`src/rtl/lut_func_recover.sv`:
```
// Reconstructs the 4-entry truth table of a 2-input logical unit from observed (a, b, out) samples.
// Locks once every entry has enough consistent samples, and latches the first contradiction.
module lut_func_recover #(
    parameter int HIT_W    = 4,
    parameter int MIN_HITS = 2,
    parameter int CNT_W    = 8
) (
    input  logic                 clk,
    input  logic                 rst_n,
    input  logic                 clear,
    input  logic                 sample_valid,
    output logic                 sample_ready,
    input  logic                 a,
    input  logic                 b,
    input  logic                 out_bit,
    output logic [3:0]           func,
    output logic [3:0]           seen,
    output logic                 func_valid,
    output logic                 conflict,
    output logic [1:0]           conflict_idx,
    output logic [CNT_W-1:0]     sample_count,
    output logic [1:0]           dbg_state,
    output logic [4*HIT_W-1:0]   dbg_hits
);
    // Handshake: a sample transfers on a rising edge where sample_valid and sample_ready
    // are both high and clear is low; sample_ready depends on state only.
    localparam logic [1:0]       ST_COLLECT = 2'd0;
    localparam logic [1:0]       ST_LOCKED  = 2'd1;
    localparam logic [1:0]       ST_ERROR   = 2'd2;
    localparam logic [HIT_W-1:0] HIT_MAX    = '1;
    localparam logic [HIT_W-1:0] HIT_MIN    = HIT_W'(MIN_HITS);

    logic [1:0]                r_state;
    logic [3:0]                r_func;
    logic [3:0]                r_seen;
    logic [3:0][HIT_W-1:0]     r_hits;
    logic                      r_func_valid;
    logic                      r_conflict;
    logic [1:0]                r_conflict_idx;
    logic [CNT_W-1:0]          r_count;

    logic [1:0]                w_idx;
    logic                      w_accept;
    logic                      w_mismatch;
    logic                      w_all_hit;
    logic [3:0][HIT_W-1:0]     w_hits_nxt;

    assign w_idx        = {a, b};
    assign sample_ready = (r_state != ST_ERROR);
    assign w_accept     = sample_valid & sample_ready & ~clear;
    assign w_mismatch   = w_accept & r_seen[w_idx] & (out_bit != r_func[w_idx]);

    // Look-ahead hit counts so the lock decision lands on the completing sample's edge.
    always_comb begin
        w_hits_nxt = r_hits;
        if (w_accept && !w_mismatch) begin
            if (!r_seen[w_idx])
                w_hits_nxt[w_idx] = HIT_W'(1);
            else if (r_hits[w_idx] != HIT_MAX)
                w_hits_nxt[w_idx] = r_hits[w_idx] + HIT_W'(1);
        end
        w_all_hit = 1'b1;
        for (int i = 0; i < 4; i++) begin
            if (w_hits_nxt[i] < HIT_MIN)
                w_all_hit = 1'b0;
        end
    end

    always_ff @(posedge clk or negedge rst_n) begin
        if (!rst_n) begin
            r_state        <= ST_COLLECT;
            r_func         <= '0;
            r_seen         <= '0;
            r_hits         <= '0;
            r_func_valid   <= 1'b0;
            r_conflict     <= 1'b0;
            r_conflict_idx <= '0;
            r_count        <= '0;
        end else if (clear) begin
            r_state        <= ST_COLLECT;
            r_func         <= '0;
            r_seen         <= '0;
            r_hits         <= '0;
            r_func_valid   <= 1'b0;
            r_conflict     <= 1'b0;
            r_conflict_idx <= '0;
            r_count        <= '0;
        end else if (w_accept) begin
            if (r_count != '1)
                r_count <= r_count + CNT_W'(1);
            r_hits <= w_hits_nxt;
            if (!r_seen[w_idx]) begin
                r_func[w_idx] <= out_bit;
                r_seen[w_idx] <= 1'b1;
            end
            // ERROR accepts nothing, so the first contradiction is never overwritten.
            if (w_mismatch) begin
                r_conflict     <= 1'b1;
                r_conflict_idx <= w_idx;
                r_state        <= ST_ERROR;
                r_func_valid   <= 1'b0;
            end else if (r_state == ST_COLLECT && w_all_hit) begin
                r_state      <= ST_LOCKED;
                r_func_valid <= 1'b1;
            end
        end
    end

    assign func         = r_func;
    assign seen         = r_seen;
    assign func_valid   = r_func_valid;
    assign conflict     = r_conflict;
    assign conflict_idx = r_conflict_idx;
    assign sample_count = r_count;
    assign dbg_state    = r_state;
    assign dbg_hits     = r_hits;

endmodule

```
`config.mk`:
```
export PLATFORM = sky130hd
export DESIGN_NAME = lut_func_recover
export DESIGN_NICKNAME = d
export VERILOG_FILES = /design/src/rtl/lut_func_recover.sv
export SDC_FILE = /design/constraint.sdc
export NUM_CORES = 1
export LEC_CHECK = 0
export ABC_AREA = 1
export BUFFER_PORTS_ARGS = -buffer_cell sky130_fd_sc_hd__buf_2
export CORE_ASPECT_RATIO = 2
export CORE_MARGIN = 3
export CORE_UTILIZATION = 51
export CTS_BUF_LIST = sky130_fd_sc_hd__clkbuf_8
export CTS_CLUSTER_SIZE = 14
export DETAILED_ROUTE_END_ITERATION = 12
export GPL_TIMING_DRIVEN = 0
export MAX_ROUTING_LAYER = met4
export PLACE_DENSITY = 0.72
export SYNTH_ARGS = -nofsm -noshare
export SYNTH_HDL_FRONTEND = slang
export SYNTH_SLANG_ARGS = --single-unit
```
`constraint.sdc`:
```
create_clock -name clk -period 2.6 [get_ports clk]
set_input_delay 0.65 -clock clk [delete_from_list [all_inputs] [get_ports clk]]
set_output_delay 0.65 -clock clk [all_outputs]
set_load 0.01 [all_outputs]
```
== After elaboration in Yosys (flattened, before gate mapping) ==
Cells that the tools add are included.
Widths: inputs -> output; s select.
Word-level totals
  input port bits: 7
  logic and storage cells: 90
  output and inout port bits: 39
  register bits after elaboration: 38
Operators by class
  mux-type cells: 44
  bitwise operators: 9
  eq/ne operators: 5
  add/sub/neg operators: 2
  reduce and logical (&&, ||, !) cells: 13
  $lt $le $gt $ge: 6
Operators with widths (count)
  $mux 16: 5
  $mux 4: 8
  $mux 8: 3
  $bwmux 16: 1
  $lt 4x2->1 const B: 4
  $mux 1: 14
  $mux 2: 7
  $and 12x12->12: 1
  $not 12->12: 1
  $add 8x1->8 const B: 1
  $bmux 4 s2: 1
  $demux 4 s2: 1
  $ne 8x8->1 const B: 1
  $or 4x4->4: 2
  $reduce_and 2->1: 4
  $reduce_bool 2->1: 3
  $add 4x1->4 const B: 1
  $and 1x1->1: 4
  $bmux 1 s2: 2
  $bwmux 4: 1
  $ne 2x2->1 const B: 2
  $ne 4x4->1 const B: 1
  $logic_and 1x1->1: 3
  $lt 2x3->1 const B: 1
  other kinds (7): 7

== Logic depth before layout (Yosys ltp) ==
Gate-level depths: netlist of run 1.
  depth in word-level cells: 18
  gate-level depth with buffers: 21
  depth with buffers taken out: 19

== Worst setup path after synthesis of run 1 ==
OpenSTA, ideal clock, no wires.
  kind: input port to flip-flop
  from: in b
  to: reg r_state[0] (netlist: dbg_state[0])
  setup slack: 0.255 ns
  arrival: 2.272 ns
  library setup time: 0.073 ns
  stages on the path: 20
  path buffers: 2
  path through: buf_6 -> inv_2 -> buf_6 -> nand2_1 -> nand2_1 -> nand2_1 -> nand2_1 -> ha_1 -> nand3_4 -> nand2_2 -> nand2_1 -> nand3_1 -> nand2_1 -> nand2_1 -> nand2_1 -> nand2_1 -> nand2_1 -> nor2_1 -> nand2_1 -> a21oi_2
Between the ends
  word-level cells in the longest chain between the ends: 16
  elaborated cells between the ends (all ways): 39
RTL lines
  from (decl): RTL line 14  | input logic b,
  parallel branches: the longest is 16 deep, another holds $add 4x1->4
  to (signal assigned): RTL line 71  | r_state <= ST_COLLECT;
  to (signal assigned): RTL line 100  | r_state <= ST_ERROR;
  to (signal assigned): RTL line 103  | r_state <= ST_LOCKED;
  to (decl): RTL line 33  | logic [1:0] r_state;
Parallel ways; which one is timed is not known. The select of a mux whose other input is x is not followed.
A chain may end at the register's enable or synchronous reset.

== Worst setup path in the final report of run 1 ==
Same ends and word-level chain as after synthesis.

==> metrics.md, run 1 <==
| Metric | Value |
|---|---|
| Outcome | complete, no violations |
| Mapped Cells | 351 |
| Arrival time worst endpoint | 2.58 ns |
| RD Place Congestion | 0.990 |
| Final Skew | 0.00166 ns |
| CTS sink cnt | 37 |
| Post-route DRC | 0 |
| Top layer in use | met4 |
| Setup tns final | 0 ns |
| FMAX | 0.424 GHz |
| Post CTS Setup Buffer Count | 0 |
| Cell mode on critical path | nand2_1 |
| Finished layout cell area | 0.00284 mm² |
| Ant. Diodes | 0 |
| # nets final | 410 |
| Clk_lat worst skew | 0.29 ns |
| Critical-path cell list | buf_6 -> inv_2 -> buf_6 -> nand2_1 -> nand2_1 -> nand2_1 -> nand2_2 -> ha_2 -> nand3_4 -> nand2_2 -> nand2_1 -> nand3_1 -> nand2_1 -> nand2_1 -> nand2_1 -> nand2_1 -> nand2_1 -> nor2_1 -> nand2_1 -> a21oi_2 |
| Place WS | -0.161 ns |
| Die X-Extent | 54.9 µm |
| Slowest CP cell | ha_2 |
| Fin crit share | 0.906 |
| Post-synthesis cell type count | 28 |
| Post-DR wirelength/cell | 15.1 µm |
| Overall Global Routing Usage | 0.278 |
| Crit Path Category | primary input to flop |
| CP Capture Type | flop |
| RSZ-0062 raised after global routing | false |
| Worst path required time | 2.82 ns |
| Initial Util | 0.530 |
| Detail-routed via count per cell | 5.32 |
| WL final | 6900 µm |
| Total core area | 0.00460 mm² |
| Buffers & Inverters on Critical Path | 3 |
| Slew headroom | 0.443 |
| Antenna Violating Nets Remaining | 0 |
| Fin worst setup slack | 0.244 ns |
| PortBufs | 43 |
| CP Max Fanout | 10 |
| CTS tree | yes |
| Overflow after GRT | 0 |
| Area Growth Syn to Fin | 16.6% |
| Delay-heaviest family, CP | simple AND/OR/NAND/NOR gates |
| Metal3 WL | 200 µm |
| Power, Total | 0.00143 W |
| Reg clk slew, reported paths | 0.08 ns |
| Final Max Tran Viols | 0 |
| Async SR Flop Fraction | 1.00 |
| Vias in the first global route | 2421 |
| Post-DP HPWL | 5420 µm |
| Initial DRC count | 57 |
| Worst Tran Pin Value | 0.836 ns |
| Vias | 2432 |
| Post-route minimum period | 2.36 ns |
| Area post-placement | 0.00272 mm² |
| Final hold violation count | 0 |
| Yosys synthesis warning count | 0 |
| Die ar. | 0.00569 mm² |
| Commonest non-fill, non-tap cell in the layout | nand2_1 |
| Clock root buffer | clkbuf_8 |
| Largest net degree at the start of global routing | 38 |
| Initial antenna violation count | 0 |
| Layout cells sized above 1 | 0.226 |
| TritonCTS Buffers | 5 |
| PD cells | 504 mW/mm² |
| Die H | 104 µm |
| Sequential share of the synthesized area | 0.380 |
| Startpoint types | primary input |
| Synth Flop Type | dfrtp_1 |
| Avg Inst Size Synth | 6.94 µm² |
| EDFF count, synth | 0 |
| First-pass DRT Iterations | 4 |
| Lkg Pwr | 1.54 nW |
| Clock Path Buffers | 2 |
| H-tree Lvls | 2 |
| Mapped Area | 0.00244 mm² |
| Rows | 35 |
| Net Count, Synth | 360 |
| Met2 routed WL | 3730 µm |
| HP Class | primary input to async pin |
| Most frequent cells in the layout | nand2_1 (114), buf_2 (43), inv_1 (39) |
| Post-synthesis sequential element count | 37 |
| Critical Path Max Stage Delay | 0.25 ns |
| WL met1 | 2610 µm |
| FILL cells | 478 |
| I/O Pins | 46 |
| Hold slack | 0.452 ns |
| Final setup viols | 0 |
| First-pass GRT wire length | 11400 µm |
| Peak supply drop | 0.440 mV |
| Number of max-cap violations | 0 |
-- worst paths after layout --
path                       cells past startpoint  slack (ns)       startpoint               to
min in group clk                               2        0.49         conflict         conflict
min reg2reg                                    2        0.49         conflict         conflict
max reg2reg                                   11        0.29  sample_count[0]  sample_count[7]
max in group asynchronous                      1        1.61            rst_n      dbg_hits[5]
min                                            1        0.45            rst_n     dbg_hits[14]
max                                           20        0.24                b     dbg_state[0]
-- area by class of cell --
class | count | area [µm²] | share of cell area
multi-input cells | 262 | 1290 | 0.453
inverters | 43 | 161 | 0.0568
plain buffers | 9 | 67.6 | 0.0238
clock buffers | 6 | 82.6 | 0.0291
flip-flops and latches | 37 | 926 | 0.326
well taps | 55 | 68.8 | 0.0242
clock inverters | 2 | 33.8 | 0.0119
repair buffers | 43 | 215 | 0.0757
-- metal layers --
metal | vias up | track usage
li1 | 1224 | -
met1 | 1122 | 0.302
met2 | 62 | 0.453
met3 | 24 | 0.0417
met4 | 0 | 0.160
met5 | - | -
-- synth_stat cells, types with 4 or more instances --
master     n  share of area
dfrtp_1   37           0.38
inv_2      5         0.0077
nor2_1    20          0.031
nand2_2   12          0.031
inv_1     38          0.059
a21oi_1   21          0.043
o21ai_0   36          0.074
nand2_1  115           0.18
nand3_1   24          0.049
nand3_2    5          0.021
nor3_1     7          0.014
nand2_4    4          0.018
-- cell families after synthesis --
group           share of synthesized area
simple gates                        0.382
compound gates                      0.134
fa+ha+maj                          0.0103
buf+inv                            0.0940
flops                               0.380
-- flip-flops by register name, indices dropped and copies added (netlist names) --
| register | count |
|---|---|
| conflict | 1 |
| func | 4 |
| seen | 4 |
| conflict_idx | 2 |
| sample_count | 8 |
| dbg_state | 2 |
| dbg_hits | 16 |
-- per-stage QoR --
stage          instances   util
5_1_grt              457  0.618
4_1_cts              457  0.617
6_report             457  0.618
3_5_place_dp         449  0.592
2_1_floorplan        351      -
3_3_place_gp         449  0.592
-- repair_timing --
action                                  CTS  global route
endpoints found under the hold margin     0             0
gates resized for setup                   0             2
endpoints found under the setup margin    0             1
hold buffers                              0             0
-- worst reg2reg max path: stages, from the launching register on --
cell     delay, ns
dfrtp_1       0.40
ha_1          0.23
nand2_1       0.12
nor3_1        0.07
and2_1        0.15
a21oi_1       0.31
nor2_1        0.12
inv_1         0.13
nand2_1       0.13
nor3_1        0.26
a21oi_1       0.11
nor3_1        0.19
-- power breakdown --
group	internal [W]	switching, W
combinational	0.0000899	0.000196
clock	0.000309	0.000211
sequential	0.000601	0.0000244
total	0.00100	0.000431
(Power assumes the default switching activity.)
==> run 2: changes to the inputs <==
CTS_BUF_LIST = sky130_fd_sc_hd__clkbuf_8 sky130_fd_sc_hd__clkbuf_16   (was sky130_fd_sc_hd__clkbuf_8)
GPL_TIMING_DRIVEN = default   (was 0)
==> run 2 against run 1 <==
Against the previous run: via count up 3.7%; final cell count up 1.1%; non-clock buffer count grew 5; critical endpoint unchanged; largest power group unchanged.
==> metrics.md, run 2 (synthesis gave the netlist of run 1 again) <==
| Metric | Value |
|---|---|
| Slowest CP cell | buf_4 |
| CTS sink cnt | 37 |
| Ant. Diodes | 0 |
| Initial DRC count | 87 |
| Reg clk slew, reported paths | 0.08 ns |
| Cell mode on critical path | nand2_1 |
| CP Capture Type | flop |
| Worst Tran Pin Value | 0.815 ns |
| Arrival time worst endpoint | 2.49 ns |
| PortBufs | 45 |
| Critical Path Max Stage Delay | 0.17 ns |
| TritonCTS Buffers | 5 |
| FMAX | 0.442 GHz |
| Startpoint types | primary input |
| Vias | 2523 |
| FILL cells | 445 |
| Post-DP HPWL | 5990 µm |
| Commonest non-fill, non-tap cell in the layout | nand2_1 |
| PD cells | 507 mW/mm² |
| Die H | 104 µm |
| Post-DR wirelength/cell | 16.6 µm |
| Die ar. | 0.00569 mm² |
| First-pass DRT Iterations | 4 |
| Layout cells sized above 1 | 0.238 |
| Number of max-cap violations | 0 |
| Initial Util | 0.530 |
| Outcome | complete, no violations |
| CTS Hold Buffers Added | 0 |
| Peak supply drop | 0.382 mV |
| Clock root buffer | clkbuf_8 |
| Clk_lat worst skew | 0.29 ns |
| Number of flip-flops under the largest register name | 16 |
| Die X-Extent | 54.9 µm |
| Fin crit share | 0.871 |
| WL final | 7650 µm |
| Largest net degree at the start of global routing | 38 |
| Final Skew | 0.00588 ns |
| Lkg Pwr | 1.57 nW |
| HP Class | primary input to async pin |
| Area Growth Syn to Fin | 17.8% |
| Fin worst setup slack | 0.335 ns |
| Post-route DRC | 0 |
| Crit Path Category | primary input to flop |
| Final setup viols | 0 |
| Overflow after GRT | 0 |
| Post CTS Setup Buffer Count | 0 |
| Place WS | 0.0452 ns |
| H-tree Lvls | 2 |
| Critical-path cell list | buf_2 -> buf_4 -> nand2_1 -> o21ai_0 -> nand2_1 -> nand2_2 -> nor2_2 -> nand2_4 -> nand2_4 -> inv_2 -> nand3_1 -> nand2_1 -> nand3_2 -> nand2_1 -> nor2_1 -> nand2_1 -> a21oi_2 |
| RSZ-0062 raised after global routing | false |
| CTS tree | yes |
| Post-route minimum period | 2.26 ns |
| Final hold violation count | 0 |
| # nets final | 415 |
| Overall Global Routing Usage | 0.302 |
| CP Max Fanout | 11 |
| Total core area | 0.00460 mm² |
| Setup tns final | 0 ns |
| Most frequent cells in the layout | nand2_1 (115), buf_2 (45), inv_1 (39) |
| Initial antenna violation count | 0 |
| Rows | 35 |
| Vias in the first global route | 2505 |
| Worst path required time | 2.83 ns |
| Antenna Violating Nets Remaining | 0 |
| RD Place Congestion | 0.954 |
| Clock Path Buffers | 2 |
| Detail-routed via count per cell | 5.46 |
| Cts repair resizes | 0 |
| Slew headroom | 0.457 |
| Final Max Tran Viols | 0 |
| First-pass GRT wire length | 12300 µm |
| I/O Pins | 46 |
run 2: cell count changes in the layout (fill, tap and decap cells not counted), sizes merged:
cell,delta
clkbuf,-3
buf,+8
run 2: worst paths after layout:
| check | from | endpoint | slack (ns) | cells after the start |
|---|---|---|---|---|
| setup / recovery | b | dbg_state[0] | 0.34 | 17 |
| hold / removal | rst_n | dbg_hits[13] | 0.44 | 1 |
| setup reg to reg | dbg_hits[1] | dbg_state[0] | 0.43 | 17 |
| hold reg to reg | conflict | conflict | 0.49 | 2 |
| max in group asynchronous | rst_n | func[0] | 1.63 | 1 |
| min in group clk | conflict | conflict | 0.49 | 2 |
run 2: per-layer routing:
layer | part of all wire | global-route usage
met2 | 0.55 | 0.516
met4 | 0.055 | 0.139
met1 | 0.35 | 0.330
met5 | 0 | -
met3 | 0.041 | 0.0273
run 2: critical path: cells and delay by family:
kind,cells,cell delay [ns]
AND/OR/NAND/NOR,12,1.26
buffers and inverters,3,0.39
AO/OA/AOI/OAI,2,0.18
run 2: cell type report:
| cell class | count | area, µm² | area share |
|---|---|---|---|
| repair buffers | 57 | 315 | 0.110 |
| flip-flops and latches | 37 | 926 | 0.323 |
| inverters | 43 | 161 | 0.0563 |
| clock inverters | 2 | 33.8 | 0.0118 |
| clock buffers | 6 | 82.6 | 0.0288 |
| multi-input cells | 262 | 1280 | 0.447 |
| well taps | 55 | 68.8 | 0.0240 |
run 2: per-stage QoR:
| stage | instance area, µm² | cells | hold WS [ns] | util | power, W |
|---|---|---|---|---|---|
| floorplan | 2440 | 351 | 0.354 | - | 0.000819 |
| global placement | 2750 | 454 | 0.465 | 0.599 | 0.000937 |
| detailed placement | 2750 | 454 | 0.476 | 0.599 | 0.000937 |
| CTS | 2870 | 462 | 0.484 | 0.624 | 0.00146 |
| global route | 2870 | 462 | 0.514 | 0.624 | 0.00151 |
| finish | 2870 | 462 | 0.441 | 0.624 | 0.00145 |
run 2: power by group:
group / total, W / leakage, nW / internal (W) / switching, W
Clock: 0.000527 / 0.0626 / 0.000309 / 0.000218
Sequential: 0.000629 / 0.506 / 0.000601 / 0.0000278
Combinational: 0.000299 / 1.00 / 0.0000978 / 0.000201
==> run 3: changes to the inputs <==
ABC_AREA = default   (was 1)
PLACE_DENSITY = 0.73   (was 0.72)
==> run 3 against run 2 <==
Against the previous run: critical path depth shrank 7; setup slack lost 0.19 ns; clock power shrank 26%; design area shrank 4.2%; clock-buffer cell count shrank 1; critical path type unchanged; largest cell class unchanged; largest power group unchanged.
==> metrics.md, run 3 <==
| Metric | Value |
|---|---|
| Outcome | complete, no violations |
| Rows | 32 |
| H-tree Lvls | 2 |
| Post-Synth XOR/XNOR Area | 0.0413 |
| Final setup viols | 0 |
| Post-DP HPWL | 4880 µm |
| Largest net degree at the start of global routing | 38 |
| Vias in the first global route | 2144 |
| Layer with the highest usage | met2 |
| Commonest non-fill, non-tap cell in the layout | buf_2 |
| Synth top area share | 0.430 |
| First-pass GRT wire length | 10500 µm |
| Synth Area in Adders | 0.0116 |
| Lkg Pwr | 1.39 nW |
| Mux cell area share after synthesis | 0.0867 |
| Layout cells sized above 1 | 0.347 |
| Worst path required time | 2.78 ns |
| Fin crit share | 0.946 |
| Setup tns final | 0 ns |
| RD Place Congestion | 0.929 |
| Initial antenna violation count | 0 |
| # nets final | 311 |
| GR Util met3 | 0.0351 |
| Startpoint types | primary input |
| Int Pwr | 0.000871 W |
| First-pass DRT Iterations | 4 |
| Final Max Tran Viols | 0 |
| Most frequent cells in the layout | buf_2 (45), nor2_1 (37), dfrtp_1 (37) |
| Hold slack | 0.456 ns |
| Number of flip-flops under the largest register name | 16 |
| CP Capture Type | flop |
| Area Growth Syn to Fin | 27.7% |
| Compound-cell area share of the yosys netlist | 0.163 |
| TritonCTS Buffers | 5 |
| FMAX | 0.407 GHz |
| Clock Power Share | 0.318 |
| CTS tree | yes |
| Mapped Cells | 229 |
| Dpl cells | 346 |
| Antenna Violating Nets Remaining | 0 |
| Post-synth top area cell | dfrtp_1 |
| Reg clk slew, reported paths | 0.08 ns |
| Net Count, Synth | 238 |
| Commonest cells post-synth | dfrtp_1 (37), nor2_1 (37), nand2_1 (27) |
| Overflow after GRT | 0 |
| Initial DRC count | 56 |
| Clock Path Buffers | 2 |
| Sw Ratio | 0.294 |
| Sequential share of the synthesized area | 0.430 |
| Crit Path Category | primary input to flop |
| CP Max Fanout | 8 |
| Die X-Extent | 51.9 µm |
| I/O Pins | 46 |
| Ant. Diodes | 0 |
| Detail-routed via count per cell | 5.77 |
| Post-Synth Simple-Gate Area | 0.227 |
| Arrival time worst endpoint | 2.64 ns |
| Synth Flop Type | dfrtp_1 |
| Mapped Area | 0.00215 mm² |
| Fin cells | 354 |
| Number of max-cap violations | 0 |
| PD cells | 449 mW/mm² |
| Met1 usage | 0.324 |
| Clk_lat worst skew | 0.29 ns |
| Avg Inst Size Synth | 9.39 µm² |
| Async SR Flop Fraction | 1.00 |
| Die H | 97.8 µm |
| Total core area | 0.00396 mm² |
| Initial Util | 0.543 |
| Overall Global Routing Usage | 0.280 |
| Post-DR wirelength/cell | 17.7 µm |
| FILL cells | 334 |
| Post-route minimum period | 2.46 ns |
| PortBufs | 45 |
| CTS Hold Buffers Added | 0 |
| HP Class | primary input to async pin |
| Yosys synthesis warning count | 0 |
| Peak supply drop | 0.423 mV |
| Die ar. | 0.00508 mm² |
| Logic pwr share | 0.185 |
| Worst Tran Pin Value | 0.832 ns |
| WL final | 6260 µm |
| Clock root buffer | clkbuf_8 |
| Psw | 0.000362 W |
| EDFF count, synth | 0 |
| Post CTS Setup Buffer Count | 0 |
| Final hold violation count | 0 |
| Post-route DRC | 0 |
| Main combinational cell family by area after synthesis | simple AND/OR/NAND/NOR gates |
| Largest cells by area after synthesis | dfrtp_1 (43%), nor2_1 (6.5%), mux4_2 (6.3%) |
| CTS sink cnt | 37 |
| Flop pwr share | 0.497 |
| Vias | 2043 |
| Cts repair resizes | 0 |
| Final Skew | 0.00484 ns |
| GR met2 Demand/Resource | 0.441 |
| Post-synthesis cell type count | 46 |
| Slew headroom | 0.445 |
| Post-synthesis sequential element count | 37 |
==> run 3: changes by cell type after synthesis, sizes merged, moves of 4 or more <==
cell	change
nand2	-104
inv	-39
o21ai	-26
nand3	-18
nor2	+12
a22oi	+8
mux4	+6
a21oi	-5
mux2i	+4
nor2b	+4
xnor2	+4
xor2	+4
==> run 3: worst paths after layout <==
path / from / to / slack, ns / cells after the start
setup / recovery: b / dbg_state[0] / 0.14 / 10
hold / removal: rst_n / seen[0] / 0.46 / 1
setup reg to reg: dbg_hits[13] / dbg_state[0] / 0.30 / 8
hold reg to reg: conflict / conflict / 0.48 / 1
max in group asynchronous: rst_n / sample_count[7] / 1.62 / 1
min in group clk: conflict / conflict / 0.48 / 1
==> run 3: critical path, cell delays in order <==
cell      delay [ns]
buf_2           0.17
buf_4           0.14
mux4_2          0.56
xnor2_4         0.20
buf_4           0.17
nand3_1         0.16
a32oi_2         0.28
nand3_1         0.12
o211ai_2        0.10
o21ai_2         0.08
==> run 3: power by group through the flow <==
stage	logic [W]	clock network (W)	registers (W)
6_report	0.000228	0.000392	0.000613
3_5_place_dp	0.000226	0	0.000624
2_1_floorplan	0.000121	0	0.000630
4_1_cts	0.000227	0.000399	0.000613
3_3_place_gp	0.000222	0	0.000624
5_1_grt	0.000251	0.000416	0.000615
==> run 3: final cells by class <==
| type | count | area [µm²] | share of cell area |
|---|---|---|---|
| multi-input combinational | 176 | 1170 | 0.428 |
| sequential | 37 | 926 | 0.337 |
| timing repair buffer | 78 | 485 | 0.177 |
| clock buffer | 5 | 68.8 | 0.0250 |
| tap | 51 | 63.8 | 0.0232 |
| inverter | 4 | 15.0 | 0.00546 |
| clock inverter | 3 | 13.8 | 0.00501 |
==> run 3: cells by family after synthesis <==
family / after synthesis
and+or+nand+nor: 102
AOI/OAI and AO/OA: 53
DFF: 37
buffers and inverters: 16
muxes: 11
xor gates and xnor gates: 8
adders and majority gates: 2
==> run 3: metal layers <==
layer	share of wire	up-vias
met5	0	-
met4	0.062	0
met3	0.042	28
met2	0.52	67
met1	0.38	986
li1	-	962
==> run 3: per-stage QoR <==
stage                     utilization  worst slack (ns)  power, W  instance area (µm²)
after floorplan                     -           0.00749  0.000751                 2150
after global placement          0.664            -0.123  0.000845                 2630
after detailed placement        0.664            -0.177  0.000850                 2630
after CTS                       0.685             0.114   0.00124                 2710
after global routing            0.693         -0.000962   0.00128                 2750
final                           0.693             0.141   0.00123                 2750
